[src/rtl/bnn_fc_classifier.sv]
// XNOR-popcount fully-connected classifier over binarized features.
// Scores one class per clock against streamed weight rows, keeps argmax.
module bnn_fc_classifier #(
  parameter int BL = 154,
  parameter int NC = 10,
  parameter int CW = 4,
  parameter int SW = 9
) (
  input  logic                 iCLK,
  input  logic                 iRST,
  input  logic                 iSTART,
  input  logic [BL-1:0]        iDATA,
  input  logic                 iVALID,
  output logic                 oREADY,
  output logic                 oW_RD,
  output logic [CW-1:0]        oW_ADDR,
  input  logic [BL-1:0]        iWEIGHT,
  output logic [CW-1:0]        oCLASS,
  output logic signed [SW-1:0] oSCORE,
  output logic                 oVALID
);

  localparam int PW = $clog2(BL + 1);

  typedef enum logic [1:0] {
    S_IDLE,
    S_RUN,
    S_DRAIN
  } state_e;

  state_e                state_q, state_d;
  logic [BL-1:0]         feat_q, feat_d;
  logic [CW-1:0]         cnt_q, cnt_d;
  logic                  rdp_q, rdp_d;
  logic [CW-1:0]         kd_q, kd_d;
  logic signed [SW-1:0]  best_q, best_d;
  logic [CW-1:0]         bidx_q, bidx_d;
  logic [CW-1:0]         cls_q, cls_d;
  logic signed [SW-1:0]  scr_q, scr_d;
  logic                  vld_q, vld_d;

  logic [BL-1:0]         match_w;
  logic [PW-1:0]         pop_w;
  logic signed [SW-1:0]  score_w;

  function automatic logic [PW-1:0] popcnt(
    input logic [BL-1:0] v
  );
    logic [PW-1:0] c;
    c = '0;
    for (int i = 0; i < BL; i++) begin
      c = c + PW'(v[i]);
    end
    return c;
  endfunction

  // 2*pop - BL is exact modulo 2^SW since the result fits
  assign match_w = ~(feat_q ^ iWEIGHT);
  assign pop_w   = popcnt(match_w);
  assign score_w = signed'(SW'({pop_w, 1'b0}) - SW'(BL));

  always_comb begin
    state_d = state_q;
    feat_d  = feat_q;
    cnt_d   = cnt_q;
    rdp_d   = 1'b0;
    kd_d    = kd_q;
    best_d  = best_q;
    bidx_d  = bidx_q;
    cls_d   = cls_q;
    scr_d   = scr_q;
    vld_d   = 1'b0;

    if (rdp_q) begin
      if (kd_q == '0 || score_w > best_q) begin
        best_d = score_w;
        bidx_d = kd_q;
      end
    end

    unique case (state_q)
      S_IDLE: begin
        if (iVALID) begin
          feat_d  = iDATA;
          cnt_d   = '0;
          state_d = S_RUN;
        end
      end
      S_RUN: begin
        rdp_d = 1'b1;
        kd_d  = cnt_q;
        if (cnt_q == CW'(NC - 1)) begin
          cnt_d   = '0;
          state_d = S_DRAIN;
        end else begin
          cnt_d = cnt_q + 1'b1;
        end
      end
      S_DRAIN: begin
        cls_d   = bidx_d;
        scr_d   = best_d;
        vld_d   = 1'b1;
        state_d = S_IDLE;
      end
      default: state_d = S_IDLE;
    endcase

    if (iSTART) begin
      state_d = S_IDLE;
      feat_d  = '0;
      cnt_d   = '0;
      rdp_d   = 1'b0;
      kd_d    = '0;
      best_d  = '0;
      bidx_d  = '0;
      cls_d   = '0;
      scr_d   = '0;
      vld_d   = 1'b0;
    end
  end

  always_ff @(posedge iCLK or negedge iRST) begin
    if (!iRST) begin
      state_q <= S_IDLE;
      feat_q  <= '0;
      cnt_q   <= '0;
      rdp_q   <= 1'b0;
      kd_q    <= '0;
      best_q  <= '0;
      bidx_q  <= '0;
      cls_q   <= '0;
      scr_q   <= '0;
      vld_q   <= 1'b0;
    end else begin
      state_q <= state_d;
      feat_q  <= feat_d;
      cnt_q   <= cnt_d;
      rdp_q   <= rdp_d;
      kd_q    <= kd_d;
      best_q  <= best_d;
      bidx_q  <= bidx_d;
      cls_q   <= cls_d;
      scr_q   <= scr_d;
      vld_q   <= vld_d;
    end
  end

  assign oREADY  = (state_q == S_IDLE);
  assign oW_RD   = (state_q == S_RUN);
  assign oW_ADDR = cnt_q;
  assign oCLASS  = cls_q;
  assign oSCORE  = scr_q;
  assign oVALID  = vld_q;

endmodule

[config.mk]
export PLATFORM = sky130hd
export DESIGN_NAME = bnn_fc_classifier
export DESIGN_NICKNAME = d
export VERILOG_FILES = /design/src/rtl/bnn_fc_classifier.sv
export SDC_FILE = /design/constraint.sdc
export NUM_CORES = 1
export LEC_CHECK = 0
export CAP_MARGIN = 20
export CORE_ASPECT_RATIO = 1.5
export CORE_MARGIN = 5
export CORE_UTILIZATION = 54
export DETAILED_ROUTE_END_ITERATION = 6
export PLACE_DENSITY = 0.93
export SLEW_MARGIN = 30
export SYNTH_ARGS = -nofsm -noshare
export SYNTH_HDL_FRONTEND = slang
export SYNTH_SLANG_ARGS = --single-unit
[constraint.sdc]
create_clock -name iCLK -period 17.6 [get_ports iCLK]
set_clock_uncertainty 0.05 [all_clocks]
set_input_delay 1.76 -clock iCLK [delete_from_list [all_inputs] [get_ports iCLK]]
set_output_delay 1.76 -clock iCLK [all_outputs]
set_load 0.05 [all_outputs]
==> summary.txt, run 1 <==
Clock tree
  • H-tree Lvls: 4
  • Latest clock arrival within the worst-skew pair: 450 ps
  • CTS Root Cell: clkbuf_16
  • Clk sinks: 192
  • Hold-fix buffers, CTS: 0
  • Setup Buffers After CTS: 0
  • Max Buffers Root-to-Sink: 2
  • CTS tree: done
  • Total CTS buffers: 17
  • Clock Pin Slew Worst Setup and Hold Paths: 70 ps
  • Post-CTS sizing: 0

Worst setup path
  • CP Data Required Time: 17860 ps
  • CP startpoint kind: input pin
  • Crit end category: register
  • Critical Path Max Stage Delay: 580 ps
  • CP max-delay cell: or4b_4
  • CP Class: in2reg
  • CP dominant cell by count: fa_1
  • Max FO, Critical Path: 11
  • Critical Path AT: 11680 ps

Synthesis
  • Netlist cell types: 60
  • Top FF cell, synth: dfrtp_1
  • Post-synthesis sequential area ratio: 0.380
  • Cells after Synth: 1039
  • Post-synth ARST share: 1.00
  • Avg Inst Size Synth: 12.2 sq um
  • Post-synth EDFFs: 0
  • Synth area leader: dfrtp_1
  • Synthesized area: 0.0126 sq mm
  • Top cells by area, synth: dfrtp_1, fa_1, a22o_1
  • Yosys warnings: 0
  • Synth top area share: 0.380
  • #FFs+latches synth: 192
  • Syn Nets: 1526

Drt
  • Post-DRT Antenna Nets: 0
  • Total wire length: 35900 um
  • Initial DRC Count: 361
  • Top Metal Used: met4
  • DR vias: 9234
  • Met2 WL: 20000 um
  • Via density: 5.47
  • # DRC: 0
  • Wire length per cell: 21.3 um
  • Post-route met1 wirelength: 11800 um
  • Detail Route met3 WL: 1980 um
  • Detailed Routing Iterations Pass 1: 5

Placed design
  • Final HPWL DP: 28500 um
  • Global placer's final weighted congestion: 0.923
  • Post-DP Area: 0.0163 sq mm
  • PortBufs: 331

STA
  • Final worst-path cycle share: 0.649
  • Hold Fails Final Rpt: 0
  • Total negative slack: 0 ps
  • Final setup violation count: 0
  • Slew headroom: 0.373
  • Slew @ Worst Pin: 941 ps
  • RSZ-0062 raised after global routing: no
  • Min Tclk post-route: 11420 ps
  • FMAX: 0.0876 GHz
  • Fin. max-slew vios: 0

Min path
  • HP Class: reg2reg

Die
  • Initial Utilization: 0.549
  • Core area: 0.0231 sq mm
  • Num rows: 68
  • I/O Pins: 332
  • Die height: 197 um
  • Die area: 0.0266 sq mm
  • Die Wd: 135 um

Global route
  • First-pass GRT wire length: 56000 um
  • Initial antenna violation count: 5
  • Total GRT Usage: 0.277
  • Vias in the first global route: 10.6k
  • Largest net degree at the start of global routing: 86
  • Grt ovf: 0

Layout
  • Area Growth Syn to Fin: 33.4%
  • Commonest non-fill, non-tap cell in the layout: clkdlybuf4s50_1
  • Fin area: 0.0169 sq mm
  • Commonest non-fill, non-tap cells in the layout: clkdlybuf4s50_1, dfrtp_1, a22o_1
  • Nets: 1842
  • Layout fillers: 1490
  • Layout cell share with drive strength beyond 1: 0.0461

Outcome
  • Status: finished, final reports clean

Job
  • Max Cap Viol: 0
metal layers:
layer,GRT usage,up-vias
li1,-,4100
met1,0.294,4647
met2,0.508,377
met3,0.0558,110
met4,0.156,0
met5,0,-
path summary, 6_finish.rpt:
kind	startpoint	endpoint	slack, ps	cells after the start
min in group asynchronous	iRST	feat_q[10]$_DFFE_PN0P_	1240	1
setup / recovery	iWEIGHT[69]	oCLASS[3]$_DFFE_PN0P_	6180	30
setup reg to reg	feat_q[63]$_DFFE_PN0P_	oCLASS[3]$_DFFE_PN0P_	7540	30
max in group asynchronous	iRST	feat_q[144]$_DFFE_PN0P_	15020	2
hold reg to reg	feat_q[18]$_DFFE_PN0P_	feat_q[18]$_DFFE_PN0P_	480	1
hold / removal	feat_q[18]$_DFFE_PN0P_	feat_q[18]$_DFFE_PN0P_	480	1
worst max-delay path: cells and delay by family:
family	cells	cell delay, ps
adders and majority gates	13	6050
and+or+nand+nor	4	1580
buffers and inverters	7	800
AOI/OAI and AO/OA	3	750
xor gates and xnor gates	2	380
muxes	1	350
cell type report:
type                            count  area [sq um]  area share
Multi-Input combinational cell    654          7120       0.422
Sequential cell                   192          4800       0.285
Timing Repair Buffer              339          3380       0.200
Inverter                          151           567      0.0336
Clock buffer                       22           494      0.0293
Tap cell                          315           394      0.0234
Clock inverter                     10          97.6     0.00578
Antenna cell                        6          15.0    0.000890
registers in the layout, indices dropped and copies added (netlist names):
register,count
state_q,2
kd_q,4
oSCORE,9
oVALID,1
rdp_q,1
oCLASS,4
bidx_q,4
best_q,9
oW_ADDR,4
feat_q,154
kinds of logic after synthesis:
logic type               count (synthesis)  share of synthesized area
adder cells (fa/ha/maj)                175                      0.257
AO/OA/AOI/OAI                          218                      0.146
multiplexers                            11                    0.00871
buffers and inverters                  193                     0.0586
XOR/XNOR                               159                      0.111
AND/OR/NAND/NOR                         91                     0.0395
flip-flops                             192                      0.380
cell usage after synthesis, types with 2 or more instances:
cell	number
a211o_1	2
and2_1	2
mux2i_1	11
o31a_1	3
o21ai_0	12
fa_1	141
a2111oi_0	2
or2b_2	3
nand4_1	2
a21oi_2	2
a21oi_1	11
a211oi_1	6
a22o_1	154
nand2_1	15
nor2_1	31
buf_4	2
ha_1	34
nand2b_1	5
nor3_1	4
nor3b_1	5
buf_1	3
nor2b_1	4
or2_1	2
o2111ai_1	2
xor2_1	78
nand3_1	6
nor4_2	2
o211ai_1	5
o21ai_2	2
clkbuf_1	35
xnor2_1	80
dfrtp_1	192
o21a_1	2
inv_1	151
o31ai_1	3
metrics by stage:
step | std cells | hold slack, ps | worst slack, ps | utilization
after global placement | 1651 | 452 | 6010 | 0.705
final | 1689 | 478 | 6180 | 0.732
after global routing | 1688 | 490 | 5680 | 0.732
after detailed placement | 1651 | 457 | 5740 | 0.705
after floorplan | 1039 | 432 | 6880 | -
after CTS | 1683 | 482 | 6130 | 0.731
Power of run 1 is not shown: default switching activity piles up to over one toggle a cycle in this logic, so the estimate is an artifact.
==> run 2, diff against run 1 <==
--- a/config.mk
+++ b/config.mk
@@ -8,9 +8,9 @@
 export CAP_MARGIN = 20
 export CORE_ASPECT_RATIO = 1.5
 export CORE_MARGIN = 5
-export CORE_UTILIZATION = 54
+export CORE_UTILIZATION = 45
 export DETAILED_ROUTE_END_ITERATION = 6
-export PLACE_DENSITY = 0.93
+export PLACE_DENSITY = 0.84
 export SLEW_MARGIN = 30
 export SYNTH_ARGS = -nofsm -noshare
 export SYNTH_HDL_FRONTEND = slang
==> constraint.sdc (replaced) <==
create_clock -name iCLK -period 9.6 [get_ports iCLK]
set_clock_uncertainty 0.05 [all_clocks]
set_input_delay 0.96 -clock iCLK [delete_from_list [all_inputs] [get_ports iCLK]]
set_output_delay 0.96 -clock iCLK [all_outputs]
set_load 0.05 [all_outputs]
==> run 2 against run 1 <==
Compared with the run above: the run now ends with setup timing left; routed wire length increased by 4.5%; global-route usage is 3.8 points lower; core utilization decreased by 8.4 points; die area is 19% higher; critical path depth increased by 1; flip-flop and latch count unchanged; worst hold slack lost 24 ps; non-clock buffer count is 65 higher; count of clock-buffer cells in the layout fell by 3; first-iteration DRC count grew 16%.
==> summary.txt, run 2 (synthesized netlist as in run 1, its figures left out) <==
Worst setup path
  • Crit end category: register
  • CP startpoint kind: input pin
  • CP Data Required Time: 9860 ps (-8000 ps)
  • CP Class: in2reg
  • Max FO, Critical Path: 8 (-3)
  • Critical Path Max Stage Delay: 600 ps (+20 ps)
  • Critical Path AT: 9940 ps (-1740 ps)
  • CP max-delay cell: fa_2
  • Reg2reg start: feat_q[95]$_DFFE_PN0P_
  • Origin of the worst setup path: iWEIGHT[31]
  • CP dominant cell by count: fa_1

Global route
  • Largest net degree at the start of global routing: 85 (-1.2%)
  • Vias in the first global route: 10.6k (-0.34%)
  • Total GRT Usage: 0.239 (-0.0378)
  • First-pass GRT wire length: 57800 um (+3.2%)
  • Initial antenna violation count: 4 (-1)
  • Grt ovf: 0 (unchanged)

Layout
  • Commonest non-fill, non-tap cells in the layout: clkdlybuf4s50_1, dfrtp_1, a22o_1
  • Layout fillers: 2039 (+37%)
  • Layout cell share with drive strength beyond 1: 0.174 (+0.128)
  • Largest register by flop count: feat_q
  • Fin area: 0.0180 sq mm (+6.9%)
  • Nets: 1907 (+3.5%)
  • Area occupied by multi-input gates: 0.00782 sq mm (+9.8%)
  • Register area: 0.00480 sq mm (unchanged)
  • Commonest non-fill, non-tap cell in the layout: clkdlybuf4s50_1
  • Area Growth Syn to Fin: 42.6%
  • Max reg flops: 154 (unchanged)

Drt
  • Detailed Routing Iterations Pass 1: 4 (-1)
  • Post-DRT Antenna Nets: 0 (unchanged)
  • # DRC: 0 (unchanged)
  • Via density: 5.21 (-4.7%)
  • Initial DRC Count: 420 (+16%)
  • Total wire length: 37600 um (+4.5%)
  • DR vias: 9297 (+0.68%)
  • Wire length per cell: 21.0 um (-1.0%)

Placed design
  • PortBufs: 331 (unchanged)
  • Final HPWL DP: 30000 um (+5.2%)
  • Post-DP Area: 0.0167 sq mm (+2.7%)
  • Global placer's final weighted congestion: 0.899 (-2.5%)

STA
  • Final setup violation count: 10 (+10)
  • RSZ-0062 raised after global routing: yes
  • Fin. max-slew vios: 0 (unchanged)
  • Slew @ Worst Pin: 950 ps (+9.46 ps)
  • Hold Fails Final Rpt: 0 (unchanged)
  • Min Tclk post-route: 9670 ps
  • Slew headroom: 0.367 (-0.00631)
  • FMAX: 0.103 GHz
  • Final worst-path cycle share: 1.01
  • Setup WS post-layout: -74.7 ps (-6260 ps)

Clock tree
  • CTS Root Cell: clkbuf_16
  • Max Buffers Root-to-Sink: 2 (unchanged)
  • CTS tree: done
  • H-tree Lvls: 4 (unchanged)
  • Clk sinks: 192 (unchanged)
  • Clock Pin Slew Worst Setup and Hold Paths: 70 ps (about the same)
  • Latest clock arrival within the worst-skew pair: 450 ps (about the same)
  • Total CTS buffers: 17 (unchanged)
  • Hold-fix buffers, CTS: 0 (unchanged)

Die
  • Die height: 215 um (+9.1%)
  • Num rows: 75 (+10%)
  • Core area: 0.0279 sq mm (+21%)
  • Die area: 0.0316 sq mm (+19%)
  • I/O Pins: 332 (unchanged)
  • Die Wd: 147 um (+8.8%)
  • Initial Utilization: 0.454 (-0.0947)

Outcome
  • Status: finished with violations
  • Failing checks: setup timing

Min path
  • HP Class: in2async

Job
  • Max Cap Viol: 0 (unchanged)
==> run 2: cell types whose count changed in the layout (fill, tap and decap cells not counted), moves of 12 or more <==
cell             before  now
xnor2_2               1   35
xor2_1               78   66
xnor2_1              80   45
inv_1               151  135
dlygate4sd2_1         0   45
buf_4                 7   64
inv_2                 0   16
clkdlybuf4s50_1     330  260
==> run 2: what timing repair did <==
item,4_1_cts,5_1_grt
setup buffers,7,8
hold endpoints to repair,0,0
endpoints found under the setup margin,26,26
gates resized for setup,190,62
pin swaps,100,53
==> run 2: cell type report <==
class	count	area share
clock buffers	19	0.0245
flip-flops and latches	192	0.266
diodes	5	0.000693
clock inverters	13	0.00971
well taps	346	0.0240
repair buffers	404	0.210
multi-input cells	654	0.433
inverters	151	0.0314
==> run 2: worst paths after layout <==
kind,endpoint,slack (ps),depth (start not counted)
worst min register to register,feat_q[108]$_DFFE_PN0P_,470,1
max in group asynchronous,feat_q[108]$_DFFE_PN0P_,7740,2
min in group iCLK,feat_q[108]$_DFFE_PN0P_,470,1
worst max-delay path,oCLASS[1]$_DFFE_PN0P_,-70,31
worst max register to register,oCLASS[1]$_DFFE_PN0P_,150,32
worst min-delay path,feat_q[69]$_DFFE_PN0P_,450,1
==> run 2: layer usage <==
metal | track usage | wire length (um)
met2 | 0.450 | 21200
met5 | 0 | 0
met3 | 0.0512 | 1880
met1 | 0.254 | 12800
met4 | 0.105 | 1620
==> run 2: critical path: cells and delay by family <==
family,cells,cell delay (ps)
fa+ha+maj,14,6260
compound gates,5,890
buf+inv,8,880
simple gates,1,360
xor+xnor,2,310
mux,1,270
==> run 2: stage by stage <==
| stage | hold WS (ps) | std cells | utilization | setup TNS, ps | setup WS (ps) |
|---|---|---|---|---|---|
| after CTS | 463 | 1772 | 0.637 | -2.80 | -2.80 |
| after global routing | 486 | 1784 | 0.647 | -6680 | -351 |
| after floorplan | 431 | 1039 | - | 0 | 5.60 |
| final | 454 | 1784 | 0.647 | -341 | -74.7 |
| after global placement | 453 | 1733 | 0.600 | -18480 | -767 |
| after detailed placement | 462 | 1733 | 0.600 | -21250 | -907 |
Power of run 2 is left out for the same reason.
